`config.mk`:
```
export PLATFORM = sky130hd
export DESIGN_NAME = regfile_arb_1r1w
export DESIGN_NICKNAME = d
export VERILOG_FILES = /design/src/rtl/regfile_arb_pkg.sv /design/src/rtl/regfile_arb_1r1w_rr_arb_2.sv /design/src/rtl/regfile_arb_1r1w.sv
export SDC_FILE = /design/constraint.sdc
export NUM_CORES = 1
export LEC_CHECK = 0
export BUFFER_PORTS_ARGS = -buffer_cell sky130_fd_sc_hd__buf_2
export CORE_MARGIN = 5
export CORE_UTILIZATION = 27
export CTS_CLUSTER_SIZE = 40
export DETAILED_ROUTE_END_ITERATION = 8
export PLACE_DENSITY = 0.66
export SLEW_MARGIN = 25
export SYNTH_ARGS = -nofsm -noshare
export SYNTH_HDL_FRONTEND = slang
export SYNTH_SLANG_ARGS = --single-unit
```
`constraint.sdc`:
```
create_clock -name clk -period 1.3 [get_ports clk]
set_input_delay 0.065 -clock clk [delete_from_list [all_inputs] [get_ports clk]]
set_output_delay 0.065 -clock clk [all_outputs]
set_load 0.1 [all_outputs]
```
`src/rtl/regfile_arb_pkg.sv`:
```
// Shared types for the 1r1w register-file arbiter: controller states and request-type encoding.
package regfile_arb_pkg;

    typedef enum logic {
        INIT  = 1'b0,
        SERVE = 1'b1
    } state_t;

    localparam logic WR = 1'b1;
    localparam logic RD = 1'b0;

endpackage

```
`src/rtl/regfile_arb_1r1w_rr_arb_2.sv`:
```
// Two-requester round-robin arbiter; after every transfer priority moves to the requester that lost.
module rr_arb_2 (
    input  logic clk,
    input  logic rst,
    input  logic en,
    input  logic val0,
    input  logic val1,
    input  logic xfer,
    output logic rdy0,
    output logic rdy1,
    output logic grant
);

    logic prio_reg;

    // Ready depends only on the other requester's val, never on the port's own.
    assign rdy0  = en && (!val1 || !prio_reg);
    assign rdy1  = en && (!val0 ||  prio_reg);
    assign grant = !(val0 && rdy0);

    always_ff @(posedge clk or posedge rst) begin
        if (rst) begin
            prio_reg <= 1'b0;
        end else if (xfer) begin
            prio_reg <= ~grant;
        end
    end

endmodule

```
`src/rtl/regfile_arb_1r1w.sv`:
```
// Controller owning a 1r1w register file: zero-fill sweep after reset/clear, then round-robin
// sharing between two val/rdy requesters with latency-1 registered read responses.
module regfile_arb_1r1w
    import regfile_arb_pkg::*;
#(
    parameter int p_nbits = 4,
    parameter int p_nregs = 4
) (
    input  logic                       clk,
    input  logic                       rst,
    input  logic                       clear,
    output logic                       init_done,
    input  logic                       req0_val,
    output logic                       req0_rdy,
    input  logic                       req0_wr,
    input  logic [$clog2(p_nregs)-1:0] req0_addr,
    input  logic [p_nbits-1:0]         req0_wdata,
    input  logic                       req1_val,
    output logic                       req1_rdy,
    input  logic                       req1_wr,
    input  logic [$clog2(p_nregs)-1:0] req1_addr,
    input  logic [p_nbits-1:0]         req1_wdata,
    output logic                       resp0_val,
    output logic [p_nbits-1:0]         resp0_data,
    output logic                       resp1_val,
    output logic [p_nbits-1:0]         resp1_data,
    output logic                       rf_wen,
    output logic [$clog2(p_nregs)-1:0] rf_waddr,
    output logic [p_nbits-1:0]         rf_wdata,
    output logic [$clog2(p_nregs)-1:0] rf_raddr,
    input  logic [p_nbits-1:0]         rf_rdata
);

    localparam int p_awidth = $clog2(p_nregs);
    localparam logic [p_awidth-1:0] LAST = p_awidth'(p_nregs - 1);

    state_t              state_reg;
    logic [p_awidth-1:0] cnt_reg;
    logic                init_done_reg;

    logic                rdy0, rdy1, grant, xfer;
    logic                sel_wr;
    logic [p_awidth-1:0] sel_addr;
    logic [p_nbits-1:0]  sel_wdata;
    logic [1:0]          val_a, wr_a, rdy_a;

    rr_arb_2 u_arb (
        .clk   (clk),
        .rst   (rst),
        .en    (state_reg == SERVE),
        .val0  (req0_val),
        .val1  (req1_val),
        .xfer  (xfer),
        .rdy0  (rdy0),
        .rdy1  (rdy1),
        .grant (grant)
    );

    assign xfer      = (req0_val && rdy0) || (req1_val && rdy1);
    assign sel_wr    = grant ? req1_wr    : req0_wr;
    assign sel_addr  = grant ? req1_addr  : req0_addr;
    assign sel_wdata = grant ? req1_wdata : req0_wdata;

    assign req0_rdy  = rdy0;
    assign req1_rdy  = rdy1;
    assign init_done = init_done_reg;

    always_comb begin
        rf_wen   = 1'b0;
        rf_waddr = '0;
        rf_wdata = '0;
        rf_raddr = '0;
        if (state_reg == INIT) begin
            rf_wen   = 1'b1;
            rf_waddr = cnt_reg;
        end else if (xfer) begin
            if (sel_wr == WR) begin
                rf_wen   = 1'b1;
                rf_waddr = sel_addr;
                rf_wdata = sel_wdata;
            end else begin
                rf_raddr = sel_addr;
            end
        end
    end

    // The counter wraps to zero on the last sweep write, so SERVE always starts with it cleared.
    always_ff @(posedge clk or posedge rst) begin
        if (rst) begin
            state_reg     <= INIT;
            cnt_reg       <= '0;
            init_done_reg <= 1'b0;
        end else if (clear) begin
            state_reg     <= INIT;
            cnt_reg       <= '0;
            init_done_reg <= 1'b0;
        end else begin
            case (state_reg)
                INIT: begin
                    cnt_reg <= cnt_reg + 1'b1;
                    if (cnt_reg == LAST) begin
                        state_reg     <= SERVE;
                        init_done_reg <= 1'b1;
                    end
                end
                default: begin
                    state_reg <= state_reg;
                end
            endcase
        end
    end

    assign val_a = {req1_val, req0_val};
    assign wr_a  = {req1_wr, req0_wr};
    assign rdy_a = {rdy1, rdy0};

    genvar gi;
    generate
        for (gi = 0; gi < 2; gi++) begin : g_resp
            logic               rd_xfer;
            logic               val_reg;
            logic [p_nbits-1:0] data_reg;

            assign rd_xfer = val_a[gi] && rdy_a[gi] && (wr_a[gi] == RD);

            always_ff @(posedge clk or posedge rst) begin
                if (rst) begin
                    val_reg  <= 1'b0;
                    data_reg <= '0;
                end else begin
                    val_reg <= rd_xfer;
                    if (rd_xfer) begin
                        data_reg <= rf_rdata;
                    end
                end
            end
        end
    endgenerate

    assign resp0_val  = g_resp[0].val_reg;
    assign resp0_data = g_resp[0].data_reg;
    assign resp1_val  = g_resp[1].val_reg;
    assign resp1_data = g_resp[1].data_reg;

endmodule

```
Yosys cells after proc, flatten, opt, wreduce, memory -nomap -nowiden
Cells that the tools add are included.

Add/subtract/negate cells: 1. Reduce and logical (&&, ||, !) cells: 14. Eq/ne operators: 2. Bitwise gates (word level): 2. Mux-type cells: 23.

Operators with widths (count): $mux 2 (9); $mux 4 (4); $mux 1 (10); $logic_and 1x1->1 (6); $logic_not 1->1 (3); $logic_or 1x1->1 (3); $add 2x1->2 const B (1); $eq 2x2->1 const B (1); $ne 2x2->1 const B (1); $not 1->1 (2); $reduce_and 2->1 (1); $reduce_bool 2->1 (1).

Output and inout bits: 22. Logic and storage cells: 50. Input port bits: 23. Register bits after elaboration: 15.

Depth between registers and ports, before layout
Gate-level depths: netlist of run 1.

Depth in word-level cells: 8. Mapped depth: 6. Mapped depth without buffers: 4.

Cells and area by module
Synthesis of run 1 repeated with hierarchy kept, for this count alone.

Cells, all modules: 68. Area, all modules: 854.6 um^2.

By module, submodules not included: regfile_arb_1r1w (times used 1, sequential area each 350.3 um^2, area an instance 784.5 um^2, cells each 60); rr_arb_2 (times used 1, sequential area each 25.0 um^2, area an instance 70.1 um^2, cells each 8).

Worst setup path after synthesis of run 1
OpenSTA, ideal clock, no wires.

Path type: flip-flop to output port. Start: reg state_reg. End: out rf_wdata[0]. Cell stages (with the launch flop): 7. Buffers on the path: 2. Arrival: 2.403 ns. Required time: 1.235 ns. Setup slack: -1.168 ns. Cells stage by stage: dfrtp_1 > buf_6 > nand2_1 > a21oi_2 > buf_4 > nand3b_1 > a21oi_1.

Word-level cells in the longest chain between the ends: 6. Elaborated cells between the ends (all ways): 10. Classes of those cells: 5 x mux; 5 x reduce/logical.

Ends and longest elaborated chain: start, declared (line regfile_arb_1r1w.sv:37) `state_t state_reg;`; start signal, assigned (line regfile_arb_1r1w.sv:107) `state_reg <= state_reg;`; $logic_and 1x1->1 (line regfile_arb_1r1w_rr_arb_2.sv:17) `assign rdy0 = en && (!val1 || !prio_reg);`; $logic_and 1x1->1 (line regfile_arb_1r1w_rr_arb_2.sv:19, regfile_arb_1r1w.sv:59); $mux 4 / $mux 1 (equally long branches) (line regfile_arb_1r1w.sv:62, regfile_arb_1r1w.sv:60); $mux 4 (line regfile_arb_1r1w.sv:77) `if (sel_wr == WR) begin`; $mux 4 (line regfile_arb_1r1w.sv:76) `end else if (xfer) begin`; $mux 4 * (line regfile_arb_1r1w.sv:73) `if (state_reg == INIT) begin`; end, declared (line regfile_arb_1r1w.sv:29) `output logic [p_nbits-1:0] rf_wdata,`.

Mark *: on every way between the ends. The rest lies on a longest branch, timed or not.

Worst setup path after layout of run 1
Start: reg u_arb.prio_reg. End: out rf_raddr[1].

Word-level cells in the longest chain between the ends: 8. Elaborated cells between the ends (all ways): 13. Classes of those cells: 5 x mux; 8 x reduce/logical.

Ends and longest elaborated chain: start, declared (line regfile_arb_1r1w_rr_arb_2.sv:14) `logic prio_reg;`; start signal, assigned (line regfile_arb_1r1w_rr_arb_2.sv:25) `prio_reg <= ~grant;`; $logic_not 1->1 (line regfile_arb_1r1w_rr_arb_2.sv:17); $logic_or 1x1->1 (line regfile_arb_1r1w_rr_arb_2.sv:17); $logic_and 1x1->1 (line regfile_arb_1r1w_rr_arb_2.sv:17); $logic_and 1x1->1 (line regfile_arb_1r1w_rr_arb_2.sv:19, regfile_arb_1r1w.sv:59); $mux 2 / $mux 1 (equally long branches) (line regfile_arb_1r1w.sv:61, regfile_arb_1r1w.sv:60); $mux 2 (line regfile_arb_1r1w.sv:77); $mux 2 * (line regfile_arb_1r1w.sv:76); $mux 2 * (line regfile_arb_1r1w.sv:73); end, declared (line regfile_arb_1r1w.sv:30) `output logic [$clog2(p_nregs)-1:0] rf_raddr,`.

Marked as above.

==> impl_metrics.toml, run 1 <==
[timing]
grt_setup_unrepaired = "true"
timing.final.crit_share_pct = 132.2
timing_max_transition_violations_final = 0
worst_pin_slew_ps = 553.0
hold_slack_ps = 34.52
final.min_clock_period_ps = 1718
report.final.hold_viol_count = 0
finalClockSkew_ps = 4.155
worst_slack_ps = -418.4
setup_violations = 19
timing.fmax_ghz = 0.5819
slew-limit-headroom_pct = 63.09

[clock_network]
cts_tree = "built"
cts_buffers = 3
clk_transition_reported_paths_ps = 80
clkLatencyLatePin_ps = 270
clock_sinks = 15
maximum_level_of_the_cts_h_tree = 1
cts_buffer_depth = 2
clock_tree.root_cell = "sky130_fd_sc_hd__clkbuf_4"

[critical_path]
endpoint_kind = "output port"
cp_data_required_time_ps = 1240
start_kind = "flop"
critical_path_fanouts_max = 4
worst-setup-path-type = "flop to output port"
critical_path_arrival_ps = 1650

[placed_design]
buffer_ports.inserted = 44
detailedPlacementHpwl_mm = 1.816
postPlaceCellArea_mm2 = 0.001444
detailedPlace.worstSlack_ps = -253.5
globalplace.congestion = 0.7042

[finish]
postLayoutCellArea_mm2 = 0.001654
mostFrequentLayoutCells = "33 x sky130_fd_sc_hd__buf_2, 14 x sky130_fd_sc_hd__dfrtp_1, 11 x sky130_fd_sc_hd__buf_4"
final_common_cell = "sky130_fd_sc_hd__buf_2"
nNetsFinal = 164
antenna_cells = 0
post_route_cells_drive_above_1_share_pct = 75.54
flow.area_growth_from_synthesis_pct = 99.10

[yosys]
postSynthNetCount = 99
post_synth_num_cell_types = 25
yosysWarnings = 0
synth.top_cells.by_area = "sky130_fd_sc_hd__dfrtp_1 45%, sky130_fd_sc_hd__mux2_4 9.0%, sky130_fd_sc_hd__mux2_2 5.4%"
synthesis.instances = 75
synth_top_cell_by_area = "sky130_fd_sc_hd__dfrtp_1"
postSynthRegisterBits = 15
synth_top_area_share_pct = 45.18
avgSynthCellArea_um2 = 11.08
post_synthesis_cell_area_um2 = 830.8
synth-seq-area-share_pct = 45.18

[die]
initial_standard_cell_utilization_of_the_core_pct = 27.67
boundaryPins = 45
die-area_mm2 = 0.004286
chipHeight_um = 65.47
placementRows = 20
design.core.area_mm2 = 0.003003
die_w_um = 65.47

[drt]
drt-total-wl_mm = 2.371
drt_first_iter_violations = 0
routed_via_density = 4.727
drt-pass1-iter-count = 1
wire_per_inst_um = 13.78
num_vias = 813
drc = 0
ant_nets = 0

[run_status]
outcome = "finished, violations left"
violations_in_the_final_reports = "negative setup slack"

[job]
timing.max_cap.violations = 0

[pwr]
report.power.total_mw = 3.126
p_sw_share_pct = 56.51
combinationalPowerShare_pct = 67.6
power_frac_seq_pct = 24.3
cellLeakagePower_nw = 0.7866
net-switching-power_mw = 1.766
p_clk_share_pct = 8.1
cellInternalPower_mw = 1.360
power.density_mw_per_mm2 = 1890
vdd_drop_max_v = 0.001563

[global_route]
first_pass_grt_wire_length_mm = 3.767
global_route.overflow_total = 0
via_count_of_the_first_global_routing_pass = 856
globalRouteTotalUtil_pct = 11.00
antenna_found_initial = 0
pin_count_of_the_biggest_net_entering_global_routing = 16

[min_path]
holdCritPathClass = "primary input to flop"
[what timing repair did]
| action | CTS | global route |
|---|---|---|
| gates resized for setup | 19 | 12 |
| hold buffers | 2 | 0 |
| setup buffers | 0 | 5 |
| pin swaps | 6 | 2 |
| endpoints found under the hold margin | 19 | 0 |
| setup endpoints to repair | 19 | 20 |
[cell type report]
class | instances | area, µm²
fill | 259 | 1349
multi-input combinational | 53 | 629.4
timing repair buffer | 64 | 565.5
sequential | 15 | 376.6
tap | 33 | 41.29
clock buffer | 4 | 26.28
inverter | 3 | 15.01
[synth_stat cells]
cell type / number
sky130_fd_sc_hd__xor2_1: 1
sky130_fd_sc_hd__and2_2: 1
sky130_fd_sc_hd__and3_1: 2
sky130_fd_sc_hd__buf_6: 2
sky130_fd_sc_hd__nand2_1: 7
sky130_fd_sc_hd__nor2_1: 7
sky130_fd_sc_hd__a21oi_1: 7
sky130_fd_sc_hd__inv_1: 3
sky130_fd_sc_hd__buf_4: 1
sky130_fd_sc_hd__mux2i_1: 2
sky130_fd_sc_hd__nand3b_1: 4
sky130_fd_sc_hd__dfrtp_1: 15
sky130_fd_sc_hd__mux2_2: 4
sky130_fd_sc_hd__nor2b_4: 1
sky130_fd_sc_hd__clkbuf_1: 1
sky130_fd_sc_hd__mux2_4: 5
sky130_fd_sc_hd__a32o_1: 1
sky130_fd_sc_hd__a21boi_0: 1
sky130_fd_sc_hd__ha_1: 1
sky130_fd_sc_hd__nand2b_1: 1
sky130_fd_sc_hd__nand3b_4: 1
sky130_fd_sc_hd__o2bb2ai_1: 2
sky130_fd_sc_hd__a31oi_1: 3
sky130_fd_sc_hd__a21oi_2: 1
sky130_fd_sc_hd__and2_4: 1
[final timing paths]
kind | from | to | slack, ps | depth (start not counted)
max | u_arb.prio_reg$_DFFE_PP0N_ | rf_raddr[1] | -420 | 5
min | rf_rdata[2] | resp1_data[2]$_DFFE_PP0P_ | 30 | 2
max reg2reg | u_arb.prio_reg$_DFFE_PP0N_ | resp0_data[2]$_DFFE_PP0P_ | -210 | 4
min reg2reg | init_done$_DFFE_PP0P_ | init_done$_DFFE_PP0P_ | 510 | 2
max in group asynchronous | rst | u_arb.prio_reg$_DFFE_PP0N_ | 530 | 3
min in group asynchronous | rst | resp1_data[2]$_DFFE_PP0P_ | 370 | 3
[per-layer routing]
layer	wire (µm)	up-vias	GRT usage, %
met2	1241	33	20.10
met5	0	-	0
met3	146	0	2.051
li1	-	392	-
met4	0	0	3.109
met1	983	388	12.99
[cell families after synthesis]
family	share of synthesized area, %
and+or+nand+nor	18.22
buffers and inverters	5.421
AOI/OAI and AO/OA	11.75
adders and majority gates	1.506
DFF	45.18
muxes	16.87
xor gates and xnor gates	1.054
[power groups by stage]
stage | registers (mW) | logic, mW | clock network [mW]
detailed placement | 0.739 | 1.98 | 0
finish | 0.760 | 2.11 | 0.252
global route | 0.777 | 2.19 | 0.285
floorplan | 1.71 | 0.623 | 0
CTS | 0.743 | 2.06 | 0.264
global placement | 0.732 | 1.96 | 0
[worst max-delay path, cell delays in order, from the launching register on]
cell and delay, ps:
sky130_fd_sc_hd__dfrtp_2 460, sky130_fd_sc_hd__a21oi_4 200, sky130_fd_sc_hd__buf_6 120, sky130_fd_sc_hd__mux2_4 320, sky130_fd_sc_hd__nor2_4 110, sky130_fd_sc_hd__buf_12 180
[per-stage QoR]
step | TNS [ps] | instances | util, %
global route | -6405 | 172 | 55.08
global placement | -2514 | 162 | 48.08
detailed placement | -3085 | 162 | 48.08
CTS | -5541 | 168 | 52.21
floorplan | -2851 | 75 | -
finish | -5109 | 172 | 55.08
No activity file was read; power rests on OpenSTA's default activity.
==> inputs of run 2 (changes only) <==
Settings changed: REMOVE_ABC_BUFFERS set to 1.
==> run 2 against run 1 <==
The run still ends with negative setup slack left; sequential power decreased by 1%; via count increased by 2.8%; worst hold slack improved by 3.3 ps; sequential share of layout area increased by 0.66 points; non-clock buffer count unchanged.
==> impl_metrics.toml, run 2 (same netlist as run 1, synthesis figures left out) <==
[global_route]
via_count_of_the_first_global_routing_pass = 894
globalRouteTotalUtil_pct = 11.33
pin_count_of_the_biggest_net_entering_global_routing = 19
global_route.overflow_total = 0
first_pass_grt_wire_length_mm = 3.870
antenna_found_initial = 0

[timing]
timing.fmax_ghz = 0.6056
hold_slack_ps = 37.80
timing.final.crit_share_pct = 127.0
timing_max_transition_violations_final = 0
worst_pin_slew_ps = 554.5
final.min_clock_period_ps = 1651
grt_setup_unrepaired = "true"
setup_violations = 20
slew-limit-headroom_pct = 62.99
worst_slack_ps = -351.2
finalClockSkew_ps = 3.343
report.final.hold_viol_count = 0

[finish]
mostFrequentLayoutCells = "33 x sky130_fd_sc_hd__buf_2, 14 x sky130_fd_sc_hd__dfrtp_1, 12 x sky130_fd_sc_hd__buf_12"
nNetsFinal = 164
antenna_cells = 0
flow.area_growth_from_synthesis_pct = 93.52
final_common_cell = "sky130_fd_sc_hd__buf_2"
post_route_cells_drive_above_1_share_pct = 72.66
postLayoutCellArea_mm2 = 0.001608
fill_cells = 267

[critical_path]
r2r.worst_path.cells = 3
worst-setup-path-type = "flop to output port"
cpMaxStageDelayCell = "sky130_fd_sc_hd__dfrtp_2"
critical_path.cell_chain = "nand2b_4 > and2_4 > a31oi_4 > o2bb2ai_2 > buf_12"
crit-reg2reg-launch = "u_arb.prio_reg$_DFFE_PP0N_"
cp.buffers_inverters = 1
slowest_delay_ps = 460
reg2reg_to = "resp0_data[1]$_DFFE_PP0P_"
crit_family = "flip-flops"
cp_data_required_time_ps = 1240
critical_path_fanouts_max = 4
reg2reg_setup_slack_ps = -100
endpoint_kind = "output port"
start_kind = "flop"
critical_path_arrival_ps = 1590

[clock_network]
maximum_level_of_the_cts_h_tree = 1
clock_tree.root_cell = "sky130_fd_sc_hd__clkbuf_4"
cts_buffers = 3
clock_sinks = 15
cts_tree = "built"
clk_transition_reported_paths_ps = 80
cts_buffer_depth = 2
clkLatencyLatePin_ps = 270

[die]
boundaryPins = 45
initial_standard_cell_utilization_of_the_core_pct = 27.67
design.core.area_mm2 = 0.003003
chipHeight_um = 65.47
die-area_mm2 = 0.004286
placementRows = 20
die_w_um = 65.47

[min_path]
hold_depth = 2
holdCritPathClass = "primary input to flop"
hold_startpoint = "rf_rdata[2]"
hold-path-endpoint = "resp1_data[2]$_DFFE_PP0P_"

[pwr]
cellLeakagePower_nw = 0.7795
power.density_mw_per_mm2 = 1960
vdd_drop_max_v = 0.001863

[drt]
ant_nets = 0
drt_first_iter_violations = 16
num_vias = 836
wire_per_inst_um = 15.74
routed_via_density = 4.860
drc = 0
drt-total-wl_mm = 2.708
drt-pass1-iter-count = 4

[run_status]
violations_in_the_final_reports = "negative setup slack"
outcome = "finished, violations left"

[placed_design]
buffer_ports.inserted = 44
detailedPlace.worstSlack_ps = -222.0
detailedPlacementHpwl_mm = 1.811
postPlaceCellArea_mm2 = 0.001254
globalplace.congestion = 0.7561

[job]
timing.max_cap.violations = 0
-- run 2: cell counts in the layout (fill, tap and decap cells not counted) --
Identical to the previous run, type by type.
-- run 2: layout make-up --
class / count / area, µm² / area share [%]
Multi-Input combinational cell: 53 / 561.8 / 34.94
Sequential cell: 15 / 376.6 / 23.42
Tap cell: 33 / 41.29 / 2.568
Clock buffer: 4 / 26.28 / 1.634
Timing Repair Buffer: 64 / 586.8 / 36.50
Inverter: 3 / 15.01 / 0.9339
-- run 2: how the worst max path moves through the flow --
stage,slack [ps],cells past startpoint,start,to
after floorplan,-1440,4,state_reg$_DFF_PP0_,rf_waddr[0]
after global placement,-160,5,u_arb.prio_reg$_DFFE_PP0N_,rf_wdata[3]
after detailed placement,-220,5,u_arb.prio_reg$_DFFE_PP0N_,rf_wdata[0]
after CTS,-360,4,u_arb.prio_reg$_DFFE_PP0N_,rf_raddr[1]
after global routing,-430,4,u_arb.prio_reg$_DFFE_PP0N_,rf_waddr[0]
final,-350,5,u_arb.prio_reg$_DFFE_PP0N_,rf_waddr[1]
-- run 2: what timing repair did --
action / CTS / global route
hold buffers: 2 / 0
buffers inserted: 3 / 13
gates cloned: 0 / 0
pin swaps: 7 / 4
endpoints found under the hold margin: 19 / 0
resized for setup: 33 / 18
endpoints found under the setup margin: 19 / 19
-- run 2: through the flow --
step	util, %	power [mW]	instances	setup TNS [ps]
final	53.54	3.152	172	-4179
after global routing	53.54	3.278	172	-5403
after global placement	41.75	2.569	152	-1938
after CTS	48.46	3.049	160	-4151
after detailed placement	41.75	2.599	152	-2649
after floorplan	-	2.196	71	-14520
-- run 2: power by group --
part           leakage (nW)  internal, mW  total, mW  switching (mW)
registers             0.194         0.632      0.751           0.119
clock network        0.0150         0.119      0.251           0.132
logic                 0.570         0.631       2.15            1.52
-- run 2: per-layer routing --
metal | GRT usage (%) | part of all wire [%] | wire length, µm | vias to the layer above
met4 | 1.554 | 0 | 0 | 0
met5 | 0 | 0 | 0 | -
met2 | 21.74 | 53 | 1433 | 38
met1 | 13.01 | 39 | 1064 | 407
li1 | - | - | - | 391
met3 | 2.393 | 7.8 | 210 | 0
-- run 2: worst register-to-register path: stages, from the launching register on --
cell,delay [ps]
sky130_fd_sc_hd__dfrtp_2,460
sky130_fd_sc_hd__a21oi_4,200
sky130_fd_sc_hd__nor2b_4,310
sky130_fd_sc_hd__mux2_4,330
